--- src/rtl/lc4_alu_exec.sv ---
// LC4 execute-stage ALU: single-cycle ops are registered with one cycle of latency;
// MUL/DIV/MOD iterate on a shared shift datapath behind a valid/ready handshake.
module lc4_alu_exec #(
    parameter int unsigned BITS_PER_CYC = 1
) (
    input  logic        clk,
    input  logic        rst,
    input  logic        i_valid,
    output logic        o_ready,
    input  logic [15:0] i_alu_ctl,
    input  logic [15:0] i_insn,
    input  logic [15:0] i_pc,
    input  logic [15:0] i_rs_data,
    input  logic [15:0] i_rt_data,
    output logic        o_valid,
    output logic [15:0] o_result,
    output logic        o_illegal
);

    localparam int unsigned ITERS = 16 / BITS_PER_CYC;

    localparam logic [1:0] S_IDLE = 2'd0;
    localparam logic [1:0] S_BUSY = 2'd1;
    localparam logic [1:0] S_DONE = 2'd2;

    localparam logic [1:0] K_MUL = 2'd0;
    localparam logic [1:0] K_DIV = 2'd1;
    localparam logic [1:0] K_MOD = 2'd2;

    logic [1:0]  state_q, state_d;
    logic [4:0]  cnt_q, cnt_d;
    logic [1:0]  kind_q, kind_d;
    logic [15:0] a_q, a_d;
    logic [15:0] b_q, b_d;
    logic [15:0] acc_q, acc_d;
    logic        dz_q, dz_d;
    logic        valid_q, valid_d;
    logic [15:0] result_q, result_d;
    logic        illegal_q, illegal_d;

    logic        issue;
    logic        is_multi;
    logic [15:0] imm5, imm6, imm7, uimm7, imm9, imm11, uimm4, uimm8;
    logic [15:0] sc_result;
    logic        sc_illegal;
    logic [15:0] it_a, it_b, it_acc;
    logic [16:0] trial;
    logic [15:0] final_result;
    logic        unused_insn_hi;

    assign unused_insn_hi = ^i_insn[15:11];

    assign imm5  = {{11{i_insn[4]}}, i_insn[4:0]};
    assign imm6  = {{10{i_insn[5]}}, i_insn[5:0]};
    assign imm7  = {{9{i_insn[6]}}, i_insn[6:0]};
    assign uimm7 = {9'd0, i_insn[6:0]};
    assign imm9  = {{7{i_insn[8]}}, i_insn[8:0]};
    assign imm11 = {{5{i_insn[10]}}, i_insn[10:0]};
    assign uimm4 = {12'd0, i_insn[3:0]};
    assign uimm8 = {8'd0, i_insn[7:0]};

    function automatic logic [15:0] cmp_res(input logic lt, input logic eq);
        if (lt)      return 16'hFFFF;
        else if (eq) return 16'h0000;
        else         return 16'h0001;
    endfunction

    assign o_ready  = (state_q != S_BUSY);
    assign issue    = i_valid & o_ready;
    assign is_multi = (i_alu_ctl == 16'd1) || (i_alu_ctl == 16'd3) || (i_alu_ctl == 16'd4);

    always_comb begin
        sc_result  = '0;
        sc_illegal = 1'b0;
        case (i_alu_ctl)
            16'd0:  sc_result = i_rs_data + i_rt_data;
            16'd2:  sc_result = i_rs_data - i_rt_data;
            16'd5:  sc_result = i_rs_data + imm5;
            16'd6:  sc_result = i_rs_data + imm6;
            16'd8:  sc_result = i_rs_data & i_rt_data;
            16'd9:  sc_result = ~i_rs_data;
            16'd10: sc_result = i_rs_data | i_rt_data;
            16'd11: sc_result = i_rs_data ^ i_rt_data;
            16'd12: sc_result = i_rs_data & imm5;
            16'd16: sc_result = cmp_res($signed(i_rs_data) < $signed(i_rt_data), i_rs_data == i_rt_data);
            16'd17: sc_result = cmp_res(i_rs_data < i_rt_data, i_rs_data == i_rt_data);
            16'd18: sc_result = cmp_res($signed(i_rs_data) < $signed(imm7), i_rs_data == imm7);
            16'd19: sc_result = cmp_res(i_rs_data < uimm7, i_rs_data == uimm7);
            16'd24: sc_result = i_rs_data << uimm4;
            16'd25: sc_result = $unsigned($signed(i_rs_data) >>> uimm4);
            16'd26: sc_result = i_rs_data >> uimm4;
            16'd32: sc_result = imm9;
            16'd33: sc_result = (i_rs_data & 16'h00FF) | (uimm8 << 8);
            16'd34: sc_result = i_rs_data;
            16'd35: sc_result = i_pc + 16'd1 + imm11;
            16'd36: sc_result = i_rs_data;
            16'd37: sc_result = 16'h8000 | uimm8;
            16'd1, 16'd3, 16'd4: sc_result = '0;
            default: sc_illegal = 1'b1;
        endcase
    end

    // MUL: a = shifted multiplicand, b = multiplier consumed LSB-first.
    // DIV/MOD: a = divisor, b = dividend shifting out MSB-first while quotient bits shift in.
    always_comb begin
        it_a   = a_q;
        it_b   = b_q;
        it_acc = acc_q;
        trial  = '0;
        for (int unsigned j = 0; j < BITS_PER_CYC; j++) begin
            if (kind_q == K_MUL) begin
                if (it_b[0]) it_acc = it_acc + it_a;
                it_a = it_a << 1;
                it_b = it_b >> 1;
            end else begin
                trial = {it_acc, it_b[15]};
                it_b  = {it_b[14:0], 1'b0};
                if (trial >= {1'b0, it_a}) begin
                    trial   = trial - {1'b0, it_a};
                    it_b[0] = 1'b1;
                end
                it_acc = trial[15:0];
            end
        end
    end

    always_comb begin
        final_result = '0;
        case (kind_q)
            K_MUL:   final_result = it_acc;
            K_DIV:   final_result = dz_q ? 16'h0000 : it_b;
            K_MOD:   final_result = dz_q ? 16'h0000 : it_acc;
            default: final_result = '0;
        endcase
    end

    always_comb begin
        state_d   = state_q;
        cnt_d     = cnt_q;
        kind_d    = kind_q;
        a_d       = a_q;
        b_d       = b_q;
        acc_d     = acc_q;
        dz_d      = dz_q;
        valid_d   = 1'b0;
        result_d  = result_q;
        illegal_d = illegal_q;
        if (state_q == S_BUSY) begin
            a_d   = it_a;
            b_d   = it_b;
            acc_d = it_acc;
            cnt_d = cnt_q - 5'd1;
            if (cnt_q == 5'd1) begin
                state_d   = S_DONE;
                valid_d   = 1'b1;
                result_d  = final_result;
                illegal_d = 1'b0;
            end
        end else begin
            state_d = S_IDLE;
            if (issue) begin
                if (is_multi) begin
                    state_d = S_BUSY;
                    cnt_d   = 5'(ITERS);
                    acc_d   = '0;
                    dz_d    = (i_rt_data == 16'd0);
                    if (i_alu_ctl == 16'd1) begin
                        kind_d = K_MUL;
                        a_d    = i_rs_data;
                        b_d    = i_rt_data;
                    end else begin
                        kind_d = (i_alu_ctl == 16'd3) ? K_DIV : K_MOD;
                        a_d    = i_rt_data;
                        b_d    = i_rs_data;
                    end
                end else begin
                    valid_d   = 1'b1;
                    result_d  = sc_result;
                    illegal_d = sc_illegal;
                end
            end
        end
    end

    always_ff @(posedge clk) begin
        if (rst) begin
            state_q   <= S_IDLE;
            cnt_q     <= '0;
            kind_q    <= K_MUL;
            a_q       <= '0;
            b_q       <= '0;
            acc_q     <= '0;
            dz_q      <= 1'b0;
            valid_q   <= 1'b0;
            result_q  <= '0;
            illegal_q <= 1'b0;
        end else begin
            state_q   <= state_d;
            cnt_q     <= cnt_d;
            kind_q    <= kind_d;
            a_q       <= a_d;
            b_q       <= b_d;
            acc_q     <= acc_d;
            dz_q      <= dz_d;
            valid_q   <= valid_d;
            result_q  <= result_d;
            illegal_q <= illegal_d;
        end
    end

    assign o_valid   = valid_q;
    assign o_result  = result_q;
    assign o_illegal = illegal_q;

endmodule

--- config.mk ---
export PLATFORM = sky130hd
export DESIGN_NAME = lc4_alu_exec
export DESIGN_NICKNAME = d
export VERILOG_FILES = /design/src/rtl/lc4_alu_exec.sv
export SDC_FILE = /design/constraint.sdc
export NUM_CORES = 1
export LEC_CHECK = 0
export ABC_CLOCK_PERIOD_IN_PS = 11350
export BUFFER_PORTS_ARGS = -buffer_cell sky130_fd_sc_hd__buf_4
export CORE_ASPECT_RATIO = 1.2
export CORE_UTILIZATION = 40
export DETAILED_ROUTE_END_ITERATION = 8
export PLACE_DENSITY = 0.68
export SYNTH_ARGS = -nofsm -noshare
export SYNTH_HDL_FRONTEND = slang
export SYNTH_SLANG_ARGS = --single-unit
--- constraint.sdc ---
create_clock -name clk -period 11.35 [get_ports clk]
set_input_delay 0 -clock clk [delete_from_list [all_inputs] [get_ports clk]]
set_output_delay 0 -clock clk [all_outputs]
set_load 0.02 [all_outputs]
# Yosys cells after proc, flatten, opt, wreduce, memory -nomap -nowiden
# Index checks and enable logic that the tools add are counted.
classes:
  addsub: 9
  magnitude_cmp: 5
  n_eq_ne: 35
  n_shift: 3
  n_mux: 50
  n_bitwise: 8
  n_reduce_logical: 13
op_table:
  columns: ["operator", "n"]
  rows:
  - ["$mux 16", 26]
  - ["$pmux 16 s21", 1]
  - ["$eq 16x5->1 const B", 7]
  - ["$eq 16x6->1 const B", 6]
  - ["$add 16x16->16", 5]
  - ["$eq 16x4->1 const B", 5]
  - ["$eq 16x3->1 const B", 3]
  - ["$pmux 16 s3", 1]
  - ["$and 16x16->16", 2]
  - ["$eq 16x16->1", 2]
  - ["$eq 16x2->1 const B", 2]
  - ["$logic_not 16->1", 2]
  - ["$lt 16x16->1", 2]
  - ["$lt 16x7->1", 2]
  - ["$sub 16x16->16", 2]
  - ["$reduce_or 25->1", 1]
  - ["$ge 17x16->1", 1]
  - ["$add 16x1->16 const B", 1]
  - ["$eq 16x1->1 const B", 1]
  - ["$eq 16x7->1", 1]
  - ["$not 16->16", 1]
  - ["$or 16x16->16", 1]
  - ["$or 8x16->16", 1]
  - ["$shl 16x4->16", 1]
  - ["20 further kinds", 46]
totals:
  ff_bits: 76
  in_bits: 83
  out_inout_bits: 19

# Logic depth before layout (Yosys ltp)
logic_depth:
  ltp_word: 7
  mapped_depth: 20
  mapped_depth_nobuf: 17

# Worst setup path before layout
# OpenSTA, ideal clock, no wires.
synth_timing:
  path_type: "input to register"
  startpoint: "input port i_alu_ctl[9]"
  endpoint: "register result_q[14] (netlist: o_result[14])"
  arrival_time_ps: 3685
  slack_ps: 7530
  cell_stages: 19
  n_path_buf: 2
  path_cell_list: "or4_1 -> buf_2 -> nor4_4 -> and3_1 -> clkbuf_1 -> nand2_1 -> o21ai_0 -> ha_1 -> inv_1 -> fa_1 -> nand3b_1 -> a21o_1 -> a21oi_1 -> nor2_1 -> a21oi_1 -> mux2i_1 -> a311o_1 -> a211oi_1 -> o31ai_1"
synth_between:
  elab_chain_len: 6
  elab_cells_between_ends: 34
  classes_between: "eq/ne (25); mux (4); reduce/logical (5)"
synth_rtl:
  columns: ["item", "line_no", "source"]
  rows:
  - ["from (decl)", "10", "input logic [15:0] i_alu_ctl,"]
  - ["$eq 16x6->1", "75", "case (i_alu_ctl)"]
  - ["$reduce_or 2->1 (no line)", null, null]
  - ["$pmux 16 s21", "75", null]
  - ["$mux 16", "162", "if (is_multi) begin"]
  - ["$mux 16", "161", "if (issue) begin"]
  - ["$mux 16", "148", "if (state_q == S_BUSY) begin"]
  - ["to (signal assigned)", "206", "result_q <= result_d;"]
  - ["to (decl)", "38", "logic [15:0] result_q, result_d;"]
# Parallel ways exist; a longest one is shown, timed or not. The select of a mux whose other input is x is not followed.
# A chain may end at the register's enable or synchronous reset.

# Final worst setup path
layout_timing:
  startpoint: "input port i_alu_ctl[9]"
  endpoint: "register result_q[6] (netlist: o_result[6])"
# The elaborated chain is that of the path after synthesis.

==> flow_summary.json <==
{
  "netlist_area_sq_um": 12500,
  "worst_ep_arrival_time_ps": 4870,
  "hold_violations": 0,
  "rrSetupSlack_ps": 7140,
  "gp_congestion": 1.04,
  "vias": 14500,
  "start_util": 0.407,
  "io_pins": 102,
  "vias_per_cell": 6.55,
  "synth_fp_nets": 2010,
  "drt_pass1_iterations": 6,
  "min_period_over_period": 0.413,
  "r2r-start": "a_q[3]$_SDFFE_PP0P_",
  "post-route-drc-count": 0,
  "ff_latch_area_sq_um": 1520,
  "ir_drop_mv": 0.0630,
  "async_reset_ff_frac": 0,
  "cp-start-kind": "primary input",
  "coreArea_sq_um": 30600,
  "clockRootBuffer": "clkbuf_16",
  "final_util": 0.447,
  "grt_pass1_vias": 13700,
  "drtIter0Drc": 1412,
  "cts_hold_buf": 0,
  "cap_violations": 0,
  "p_leak_nw": 5.36,
  "post_cts_resized": 0,
  "synth-seq-cells": 76,
  "grt_max_degree": 67,
  "area_growth_pct": 9.73,
  "synth_cell_type_count": 89,
  "rsz0062_at_grt": "false",
  "dpl.hpwl_mm": 41.2,
  "fmax_mhz": 213,
  "ys_warn_count": 0,
  "htreeDepth": 3,
  "wl_per_cell_um": 24.0,
  "io_buffer_count": 96,
  "setup_violations": 0,
  "hold_path_end": "dz_q$_SDFFE_PP0P_",
  "layout.nets": 2014,
  "drive_gt1_frac": 0.104,
  "min_from": "i_rt_data[1]",
  "grt_pass1_wl_mm": 80.4,
  "relSlewSlack": 0.290,
  "detail-route-antenna-nets": 0,
  "cts_tree": "built",
  "tightest_slew_ps": 1060,
  "totalWireLength_mm": 53.0,
  "synth_ff_type": "dfxtp_1",
  "worstPathRequired_ps": 11530,
  "reg2regPathDepth": 11,
  "clock_skew_ps": 11.0,
  "synth_edf_count": 0,
  "syn_avg_cell_area_sq_um": 6.89,
  "cts_buffer_depth": 2,
  "crit_type": "primary input to flip-flop",
  "setup-tns-final_ps": 0,
  "overflow": 0,
  "multi_input_area_sq_um": 10100,
  "n_antenna_cell": 0,
  "numCtsBuffers": 9,
  "fillers": 3174,
  "path_cells": "buf_4 -> or4_1 -> nor4_4 -> and3_1 -> buf_4 -> nand2_1 -> o21ai_0 -> ha_1 -> inv_1 -> fa_1 -> nand3b_1 -> nand2_1 -> a31oi_1 -> xnor2_1 -> a22oi_1 -> nand3_1 -> a2111oi_0 -> or2_0 -> a211oi_1",
  "status": "complete, no violations",
  "p_per_area_nw_per_um2": 66.1,
  "crit_slowest_cell": "or4_1",
  "period_minus_slack_ps": 4690,
  "clk-insertion-delay-late_ps": 340,
  "fp.dieW_um": 163,
  "cts_sinks": 76,
  "reg2reg_to": "o_result[4]$_SDFFE_PP0P_",
  "grt_usage": 0.329,
  "die_area_sq_um": 31800,
  "crit_fanout": 21,
  "synth_seq_area_share": 0.122,
  "antenna_found_initial": 0,
  "postCtsSetupBuffers": 0,
  "die_h_um": 195,
  "end_kind": "flip-flop",
  "hold_depth": 6,
  "slew_viol_final": 0,
  "fp-row-count": 70,
  "synth_cells": 1807,
  "clk_pin_slew_ps": 60,
  "worst_hold_path_type": "primary input to flip-flop",
  "critical-path-max-stage-delay_ps": 750
}
synth_stat cells (12+ instances only):
cell,number,area [sq um]
xnor2_1,37,324
nand3_1,67,335
o21a_1,18,135
a21o_1,24,180
nand4_1,18,113
and3_1,14,87.6
a311oi_1,16,140
o211ai_1,46,345
nor3_1,59,295
a211oi_1,48,360
a31oi_1,20,125
mux4_2,16,360
mux2_2,15,169
ha_1,115,1440
nand2b_1,18,113
a21oi_1,172,861
nor4_1,23,144
nor2b_1,15,93.8
o22ai_1,19,119
a221oi_1,12,105
nor2_1,210,788
o21ai_0,96,480
mux2i_1,39,390
nand2_1,190,713
dfxtp_1,76,1520
clkbuf_1,88,330
inv_1,89,334
buf_2,22,110
cells in the final DEF (no fill, tap or decap), types with 37 or more instances in the layout:
| master | instances |
|---|---|
| nor3_1 | 58 |
| dfxtp_1 | 76 |
| a211oi_1 | 48 |
| a21oi_1 | 172 |
| inv_1 | 88 |
| mux2i_1 | 39 |
| ha_1 | 115 |
| nand3_1 | 67 |
| nand2_1 | 190 |
| o21ai_0 | 96 |
| buf_4 | 112 |
| xnor2_1 | 37 |
| nor2_1 | 209 |
| o211ai_1 | 46 |
per-stage QoR:
| step | area [sq um] | worst slack (ps) | cells | total power, W | hold WS [ps] |
|---|---|---|---|---|---|
| 5_1_grt | 13700 | 6450 | 2212 | 0.000941 | 215 |
| 2_1_floorplan | 12500 | 7530 | 1807 | 0.000479 | 115 |
| 3_5_place_dp | 13300 | 6480 | 2196 | 0.000585 | 430 |
| 4_1_cts | 13700 | 6820 | 2212 | 0.000897 | 146 |
| 6_report | 13700 | 6660 | 2212 | 0.000903 | 155 |
| 3_3_place_gp | 13300 | 6560 | 2196 | 0.000582 | 427 |
cell families after synthesis:
kind of cell | after synthesis | synth area share
DFF | 76 | 0.122
buffers and inverters | 211 | 0.0661
adders and majority gates | 120 | 0.124
muxes | 70 | 0.0739
AOI/OAI and AO/OA | 604 | 0.321
xor gates and xnor gates | 48 | 0.0338
and+or+nand+nor | 678 | 0.259
power breakdown:
part | switching [W] | total (W) | internal (W) | leakage [nW]
Clock | 0.000120 | 0.000315 | 0.000195 | 0.158
Sequential | 0.00000114 | 0.000269 | 0.000268 | 0.613
Combinational | 0.000202 | 0.000319 | 0.000117 | 4.59
worst max-delay path: cells and delay by family:
kind | cells | cell delay, ps
buffers and inverters | 3 | 450
XOR/XNOR | 1 | 160
AO/OA/AOI/OAI | 5 | 1150
AND/OR/NAND/NOR | 8 | 2420
adder cells (fa/ha/maj) | 2 | 670
final cells by class:
class | instances | area share
clock buffer | 10 | 0.0168
clock inverter | 6 | 0.00696
inverter | 92 | 0.0253
multi-input combinational | 1520 | 0.742
sequential | 76 | 0.111
tap | 396 | 0.0363
timing repair buffer | 112 | 0.0615
how the worst max path moves through the flow:
stage | start | end | slack (ps) | depth (start not counted)
global placement | i_alu_ctl[9] | o_result[14]$_SDFFE_PP0P_ | 6560 | 19
floorplan | i_alu_ctl[9] | o_result[14]$_SDFFE_PP0P_ | 7530 | 19
finish | i_alu_ctl[9] | o_result[6]$_SDFFE_PP0P_ | 6660 | 19
detailed placement | i_alu_ctl[9] | o_result[9]$_SDFFE_PP0P_ | 6480 | 16
global route | i_alu_ctl[9] | o_result[6]$_SDFFE_PP0P_ | 6450 | 19
CTS | i_alu_ctl[9] | o_result[9]$_SDFFE_PP0P_ | 6820 | 16
registers in the layout, indices dropped and copies added, names as in the netlist:
signal,count
state_q,2
a_q,16
kind_q,2
o_result,16
b_q,16
acc_q,16
dz_q,1
o_illegal,1
o_valid,1
cnt_q,5
layer usage:
metal,routed length [um],up-vias,global-route usage
li1,-,6785,-
met1,20700,6792,0.390
met2,24900,723,0.555
met3,3670,191,0.0404
met4,3720,0,0.212
met5,0,-,0
(Power assumes the default switching activity.)
